--- src/rtl/ctrl_pkg.sv ---
// Shared types and encodings for the multicycle ARM control unit: FSM states,
// datapath select codes, ALU operation codes, condition codes and the per-state control bundle.
package ctrl_pkg;

    typedef enum logic [3:0] {
        S_FETCH  = 4'd0,
        S_DECODE = 4'd1,
        S_MEMADR = 4'd2,
        S_MEMRD  = 4'd3,
        S_MEMWB  = 4'd4,
        S_MEMWR  = 4'd5,
        S_EXECR  = 4'd6,
        S_EXECI  = 4'd7,
        S_ALUWB  = 4'd8,
        S_BRANCH = 4'd9
    } state_e;

    localparam logic [2:0] ALU_ADD = 3'b000;
    localparam logic [2:0] ALU_SUB = 3'b001;
    localparam logic [2:0] ALU_AND = 3'b010;
    localparam logic [2:0] ALU_ORR = 3'b011;
    localparam logic [2:0] ALU_EOR = 3'b100;

    localparam logic [1:0] SRCA_RD1    = 2'b00;
    localparam logic [1:0] SRCA_PC     = 2'b01;
    localparam logic [1:0] SRCA_ALUOUT = 2'b10;

    localparam logic [1:0] SRCB_RD2  = 2'b00;
    localparam logic [1:0] SRCB_IMM  = 2'b01;
    localparam logic [1:0] SRCB_FOUR = 2'b10;

    localparam logic [1:0] RES_ALUOUT    = 2'b00;
    localparam logic [1:0] RES_DATA      = 2'b01;
    localparam logic [1:0] RES_ALURESULT = 2'b10;

    localparam logic [3:0] COND_EQ = 4'b0000;
    localparam logic [3:0] COND_NE = 4'b0001;
    localparam logic [3:0] COND_CS = 4'b0010;
    localparam logic [3:0] COND_CC = 4'b0011;
    localparam logic [3:0] COND_MI = 4'b0100;
    localparam logic [3:0] COND_PL = 4'b0101;
    localparam logic [3:0] COND_VS = 4'b0110;
    localparam logic [3:0] COND_VC = 4'b0111;
    localparam logic [3:0] COND_HI = 4'b1000;
    localparam logic [3:0] COND_LS = 4'b1001;
    localparam logic [3:0] COND_GE = 4'b1010;
    localparam logic [3:0] COND_LT = 4'b1011;
    localparam logic [3:0] COND_GT = 4'b1100;
    localparam logic [3:0] COND_LE = 4'b1101;
    localparam logic [3:0] COND_AL = 4'b1110;

    typedef struct packed {
        logic       next_pc;
        logic       ir_write;
        logic       adr_src;
        logic       reg_w;
        logic       mem_w;
        logic       branch;
        logic       alu_op;
        logic [1:0] src_a;
        logic [1:0] src_b;
        logic [1:0] res_src;
    } ctl_t;

    // Raw controls asserted in each state, before condition gating.
    function automatic ctl_t state_ctl(state_e s);
        ctl_t c;
        c = '0;
        case (s)
            S_FETCH: begin
                c.ir_write = 1'b1;
                c.next_pc  = 1'b1;
                c.src_a    = SRCA_PC;
                c.src_b    = SRCB_FOUR;
                c.res_src  = RES_ALURESULT;
            end
            S_DECODE: begin
                c.src_a   = SRCA_PC;
                c.src_b   = SRCB_FOUR;
                c.res_src = RES_ALURESULT;
            end
            S_MEMADR: begin
                c.src_a = SRCA_RD1;
                c.src_b = SRCB_IMM;
            end
            S_MEMRD: begin
                c.adr_src = 1'b1;
                c.res_src = RES_ALUOUT;
            end
            S_MEMWB: begin
                c.res_src = RES_DATA;
                c.reg_w   = 1'b1;
            end
            S_MEMWR: begin
                c.adr_src = 1'b1;
                c.res_src = RES_ALUOUT;
                c.mem_w   = 1'b1;
            end
            S_EXECR: begin
                c.src_a  = SRCA_RD1;
                c.src_b  = SRCB_RD2;
                c.alu_op = 1'b1;
            end
            S_EXECI: begin
                c.src_a  = SRCA_RD1;
                c.src_b  = SRCB_IMM;
                c.alu_op = 1'b1;
            end
            S_ALUWB: begin
                c.res_src = RES_ALUOUT;
                c.reg_w   = 1'b1;
            end
            S_BRANCH: begin
                c.src_a   = SRCA_ALUOUT;
                c.src_b   = SRCB_IMM;
                c.res_src = RES_ALURESULT;
                c.branch  = 1'b1;
            end
            default: c = '0;
        endcase
        return c;
    endfunction

endpackage

--- src/rtl/alu_dec.sv ---
// Combinational ALU decoder: maps the data-processing cmd field to an ALU operation
// and decides which flag halves an S-suffixed instruction may update.
module alu_dec
    import ctrl_pkg::*;
(
    input  logic       alu_op,
    input  logic [5:0] funct,
    output logic [2:0] alu_control,
    output logic [1:0] flag_w
);

    logic add_sub;

    always_comb begin
        alu_control = ALU_ADD;
        flag_w      = 2'b00;
        add_sub     = 1'b0;
        if (alu_op) begin
            case (funct[4:1])
                4'b0100: begin alu_control = ALU_ADD; add_sub = 1'b1; end
                4'b0010: begin alu_control = ALU_SUB; add_sub = 1'b1; end
                4'b0000: alu_control = ALU_AND;
                4'b1100: alu_control = ALU_ORR;
                4'b0001: alu_control = ALU_EOR;
                default: alu_control = ALU_ADD;
            endcase
            // C and V only carry meaning for arithmetic operations.
            flag_w = {funct[0], funct[0] & add_sub};
        end
    end

endmodule

--- src/rtl/multicycle_ctrl.sv ---
// Multicycle ARM control unit: main FSM, flags register and condition check.
// Define PERF_CNT_EN to add the cycle_cnt / instr_cnt performance counters.
//
//   state  | meaning
//   FETCH  | load IR, PC <= PC+4
//   DECODE | read registers, form PC+8; dispatch on Op
//   MEMADR | compute load/store address
//   MEMRD  | read data memory
//   MEMWB  | write loaded data to register file
//   MEMWR  | write data memory
//   EXECR  | data-processing, register operand
//   EXECI  | data-processing, immediate operand
//   ALUWB  | write ALU result to register file
//   BRANCH | compute branch target, load PC
module multicycle_ctrl
    import ctrl_pkg::*;
#(
    parameter int CNT_W = 32
) (
    input  logic       clk,
    input  logic       reset,
    input  logic [3:0] Cond,
    input  logic [1:0] Op,
    input  logic [5:0] Funct,
    input  logic [3:0] Rd,
    input  logic [3:0] ALUFlags,
    output logic       PCWrite,
    output logic       MemWrite,
    output logic       RegWrite,
    output logic       IRWrite,
    output logic       AdrSrc,
    output logic [1:0] RegSrc,
    output logic [1:0] ImmSrc,
    output logic [1:0] ALUSrcA,
    output logic [1:0] ALUSrcB,
    output logic [1:0] ResultSrc,
    output logic [2:0] ALUControl
`ifdef PERF_CNT_EN
    ,
    output logic [CNT_W-1:0] cycle_cnt,
    output logic [CNT_W-1:0] instr_cnt
`endif
);

    state_e     state_q, state_d;
    ctl_t       ctl_q, ctl_d, cur;
    logic [3:0] flags_q, flags_d;
    logic [1:0] flag_w;
    logic       cond_ex, pcs;
    logic       n_f, z_f, c_f, v_f;

    // Selects show FETCH values while reset is held, even in the first reset cycle.
    assign cur = reset ? state_ctl(S_FETCH) : ctl_q;

    alu_dec u_alu_dec (
        .alu_op      (cur.alu_op),
        .funct       (Funct),
        .alu_control (ALUControl),
        .flag_w      (flag_w)
    );

    assign {n_f, z_f, c_f, v_f} = flags_q;

    always_comb begin
        cond_ex = 1'b0;
        case (Cond)
            COND_EQ: cond_ex = z_f;
            COND_NE: cond_ex = ~z_f;
            COND_CS: cond_ex = c_f;
            COND_CC: cond_ex = ~c_f;
            COND_MI: cond_ex = n_f;
            COND_PL: cond_ex = ~n_f;
            COND_VS: cond_ex = v_f;
            COND_VC: cond_ex = ~v_f;
            COND_HI: cond_ex = c_f & ~z_f;
            COND_LS: cond_ex = ~c_f | z_f;
            COND_GE: cond_ex = ~(n_f ^ v_f);
            COND_LT: cond_ex = n_f ^ v_f;
            COND_GT: cond_ex = ~z_f & ~(n_f ^ v_f);
            COND_LE: cond_ex = z_f | (n_f ^ v_f);
            COND_AL: cond_ex = 1'b1;
            default: cond_ex = 1'b0;
        endcase
    end

    always_comb begin
        state_d = S_FETCH;
        case (state_q)
            S_FETCH:  state_d = S_DECODE;
            S_DECODE: begin
                case (Op)
                    2'b01:   state_d = S_MEMADR;
                    2'b00:   state_d = Funct[5] ? S_EXECI : S_EXECR;
                    2'b10:   state_d = S_BRANCH;
                    default: state_d = S_FETCH;
                endcase
            end
            S_MEMADR: state_d = Funct[0] ? S_MEMRD : S_MEMWR;
            S_MEMRD:  state_d = S_MEMWB;
            S_EXECR,
            S_EXECI:  state_d = S_ALUWB;
            default:  state_d = S_FETCH;
        endcase
        ctl_d = state_ctl(state_d);

        flags_d = flags_q;
        if ((state_q == S_EXECR || state_q == S_EXECI) && cond_ex) begin
            if (flag_w[1]) flags_d[3:2] = ALUFlags[3:2];
            if (flag_w[0]) flags_d[1:0] = ALUFlags[1:0];
        end
    end

    always_ff @(posedge clk) begin
        if (reset) begin
            state_q <= S_FETCH;
            ctl_q   <= state_ctl(S_FETCH);
            flags_q <= 4'b0000;
        end else begin
            state_q <= state_d;
            ctl_q   <= ctl_d;
            flags_q <= flags_d;
        end
    end

    assign pcs       = ((Rd == 4'hF) & cur.reg_w) | cur.branch;
    assign PCWrite   = ~reset & (cur.next_pc | (pcs & cond_ex));
    assign RegWrite  = ~reset & cur.reg_w & cond_ex;
    assign MemWrite  = ~reset & cur.mem_w & cond_ex;
    assign IRWrite   = ~reset & cur.ir_write;
    assign AdrSrc    = cur.adr_src;
    assign ALUSrcA   = cur.src_a;
    assign ALUSrcB   = cur.src_b;
    assign ResultSrc = cur.res_src;
    assign RegSrc    = {Op == 2'b01, Op == 2'b10};
    assign ImmSrc    = Op;

`ifdef PERF_CNT_EN
    logic [CNT_W-1:0] cycle_cnt_q, cycle_cnt_d;
    logic [CNT_W-1:0] instr_cnt_q, instr_cnt_d;
    localparam logic [CNT_W-1:0] CNT_ONE = {{(CNT_W-1){1'b0}}, 1'b1};

    // Every path into FETCH leaves a terminal state, so any non-FETCH -> FETCH step retires one instruction.
    always_comb begin
        cycle_cnt_d = cycle_cnt_q + CNT_ONE;
        instr_cnt_d = instr_cnt_q;
        if (state_d == S_FETCH && state_q != S_FETCH)
            instr_cnt_d = instr_cnt_q + CNT_ONE;
    end

    always_ff @(posedge clk) begin
        if (reset) begin
            cycle_cnt_q <= '0;
            instr_cnt_q <= '0;
        end else begin
            cycle_cnt_q <= cycle_cnt_d;
            instr_cnt_q <= instr_cnt_d;
        end
    end

    assign cycle_cnt = cycle_cnt_q;
    assign instr_cnt = instr_cnt_q;
`endif

endmodule

--- config.mk ---
export PLATFORM = sky130hd
export DESIGN_NAME = multicycle_ctrl
export DESIGN_NICKNAME = d
export VERILOG_FILES = /design/src/rtl/ctrl_pkg.sv /design/src/rtl/alu_dec.sv /design/src/rtl/multicycle_ctrl.sv
export SDC_FILE = /design/constraint.sdc
export NUM_CORES = 1
export LEC_CHECK = 0
export CORE_UTILIZATION = 36
export DETAILED_ROUTE_END_ITERATION = 16
export PLACE_DENSITY = 0.68
export SLEW_MARGIN = 20
export SYNTH_ARGS = -nofsm -noshare
export SYNTH_HDL_FRONTEND = slang
export SYNTH_HIERARCHICAL = 1
export SYNTH_SLANG_ARGS = --single-unit
--- constraint.sdc ---
create_clock -name clk -period 2.2 [get_ports clk]
set_input_delay 0.33 -clock clk [delete_from_list [all_inputs] [get_ports clk]]
set_output_delay 0.33 -clock clk [all_outputs]
set_load 0.02 [all_outputs]
==> impl_metrics.json, run 1 <==
{
  "status": "complete, but fails checks",
  "violations": "design-rule violations, negative setup slack",
  "slowest_stage": "dfxtp_2",
  "cp-end-kind": "output pin",
  "syn_to_final_growth_pct": 46.17,
  "netlist_instances": 135,
  "worstMarginPinSlew_ns": 0.4923,
  "cp_num_buf_inv": 1,
  "cts_root_buf": "clkbuf_4",
  "p_per_area_nw_per_um2": 450.3,
  "fin_crit_ns": 2.202,
  "post-route-period-util_pct": 100.1,
  "postCtsHoldBufs": 0,
  "setup_viol": 1,
  "hold_viol": 0,
  "clockBufferDepth": 2,
  "grt_pass1_wl_mm": 4.284,
  "path_clk_slew_ns": 0.10,
  "slew_headroom_pct": 66.89,
  "clk_latency_ns": 0.28,
  "synth-seq-area-share_pct": 33.74,
  "cp_max_fo": 4,
  "die_w_um": 57.96,
  "crit_required_ns": 1.87,
  "antenna_found_initial": 0,
  "maxCapViolCount": 0,
  "critPathTopFamily": "compound AO/OA/AOI/OAI gates",
  "route.detailed.drc": 3,
  "worstHoldPathType": "register to register",
  "cts_tree": "done",
  "cts_made_buffers": 3,
  "syn_area_um2": 1127,
  "drive_gt1_share_pct": 21.86,
  "coreArea_um2": 2853,
  "synth_area_leaders": "dfxtp_1, buf_4, nand2_1, mux2i_1, nor2b_1",
  "rsz0062_at_grt": "true",
  "finalMaxSlewViolations": 0,
  "final_cell_mix": "clkdlybuf4s50_1, dfxtp_1, buf_4, nand2_1, nor2_1",
  "vias_per_cell": 5.093,
  "ant_nets": 0,
  "yosysTopAreaCellShare_pct": 33.74,
  "cp_data_arrival_time_ns": 1.87,
  "mostFrequentLayoutCell": "clkdlybuf4s50_1",
  "ir_drop_uv": 422.3,
  "reg2reg_depth": 9,
  "r2r_setup_slack_ns": 0.30,
  "dp_hpwl_mm": 2.112,
  "chipHeight_um": 57.96,
  "hold_path_end": "flags_q[2]",
  "crit_chain": "and3b_2 > a22oi_2 > xor2_1 > a211oi_2 > o21a_1 > and2_1 > buf_6",
  "wirelength_mm": 2.611,
  "portBuffers": 39,
  "via_count": 1090,
  "critical_path_class": "register to output pin",
  "slowest_delay_ns": 0.36,
  "ys_types": 41,
  "grt_max_degree": 15,
  "synth_edf_count": 0,
  "cts_sinks": 19,
  "firstDrtPassIters": 10,
  "reg2reg_from": "flags_q[2]",
  "synth_fp_nets": 157,
  "power_uw": 742.0,
  "ios": 40,
  "fin_ws_ns": -0.002219,
  "synth_top_area_cell": "dfxtp_1",
  "r2r_end": "flags_q[0]",
  "gp_congestion": 0.8314,
  "fin_nets": 206,
  "avgSynthCellArea_um2": 8.351,
  "wl_per_cell_um": 12.20,
  "rows": 19,
  "timing.fmax_mhz": 454.1,
  "synth-seq-cells": 19,
  "hold_start": "flags_q[2]",
  "start_util_pct": 39.52,
  "grt_pass1_vias": 1083,
  "ys_warn_count": 6,
  "final_util_pct": 57.76,
  "drt-initial-drc-count": 51,
  "finClkSkew_ns": 0.001419,
  "synthFlopType": "dfxtp_1",
  "synthArstFlopShare_pct": 0,
  "h-tree-depth": 1,
  "diodes": 0,
  "die_area_um2": 3359,
  "grt_usage_pct": 16.39,
  "leakagePower_uw": 0.0007083,
  "grt_remaining_overflow": 0,
  "timing.hold.ws_ns": 0.4938,
  "start_kind": "register",
  "hold_path_depth": 2
}
-- routing by layer --
layer  vias up  part of all wire, %  global-route usage (%)
met5         -                    0                       0
met4         0                  1.6                   5.102
met3         6                  4.7                   4.464
met2        29                   54                   32.51
met1       501                   40                   16.20
li1        554                    -                       -
-- cells in the mapped netlist (2+ instances only) --
master and n:
nor3_1 6, nand2_1 14, nand2b_1 2, and2_1 4
mux2i_1 5, buf_4 8, nand3_1 4, nor2b_1 8
o22ai_1 2, a21oi_1 4, xnor2_1 4, o21a_1 3
nor2_1 12, inv_1 5, o21ai_0 4, dfxtp_1 19
or2_2 2, o211a_1 2, a21boi_0 2, xor2_1 3
clkbuf_1 2
-- what timing repair did --
| item | CTS | global route |
|---|---|---|
| pin swaps | 5 | 7 |
| endpoints found under the setup margin | 6 | 6 |
| gates cloned | 0 | 0 |
| resized for setup | 24 | 12 |
| setup buffers | 1 | 1 |
-- registers in the layout, indices dropped and copies added, names as in the netlist --
register,cells
ctl_q,11
flags_q,4
state_q,4
-- where the power goes --
group	leakage [µW]	total, µW	switching, µW	internal, µW
Combinational	0.000537	207	98.4	109
Clock	0.0000150	168	98.0	70.4
Sequential	0.000157	366	7.85	359
-- per-stage QoR --
step | setup WS, ns | instance area (µm²) | cells | TNS (ns)
finish | -0.002219 | 1648 | 214 | -0.002219
CTS | -0.04218 | 1615 | 213 | -0.04855
floorplan | 0.3952 | 1127 | 135 | 0
detailed placement | -0.5847 | 1583 | 208 | -1.791
global route | -0.09704 | 1648 | 214 | -0.2775
global placement | -0.5151 | 1583 | 208 | -1.604
-- cells by family after synthesis --
logic type,synth area share (%)
DFF,33.74
buffers and inverters,8.658
and+or+nand+nor,31.41
xor gates and xnor gates,5.439
muxes,4.440
AOI/OAI and AO/OA,16.32
-- area by class of cell --
cell class,instances,area [µm²]
fillers,261,1205
multi-input cells,100,666.9
flip-flops and latches,19,386.6
inverters,5,18.77
repair buffers,55,510.5
well taps,31,38.79
clock buffers,4,26.28
-- how the worst max path moves through the flow --
| stage | cells after the start | end | start |
|---|---|---|---|
| 2_1_floorplan | 7 | PCWrite | Cond[0] |
| 3_3_place_gp | 8 | MemWrite | Cond[3] |
| 3_5_place_dp | 8 | PCWrite | Cond[0] |
| 4_1_cts | 7 | PCWrite | flags_q[2] |
| 5_1_grt | 7 | RegWrite | flags_q[2] |
| 6_report | 7 | RegWrite | flags_q[2] |
-- worst min-delay path, stage by stage (launching register included) --
cell and delay (ns):
dfxtp_2 0.35, nand2_1 0.06, mux2i_1 0.06
Power figures use the tool's default switching activity.
==> inputs of run 2 (changes only) <==
- SLEW_MARGIN: 20 -> not set
==> results of run 2 <==
Final layout, timing and power as in run 1 (identical DEF).
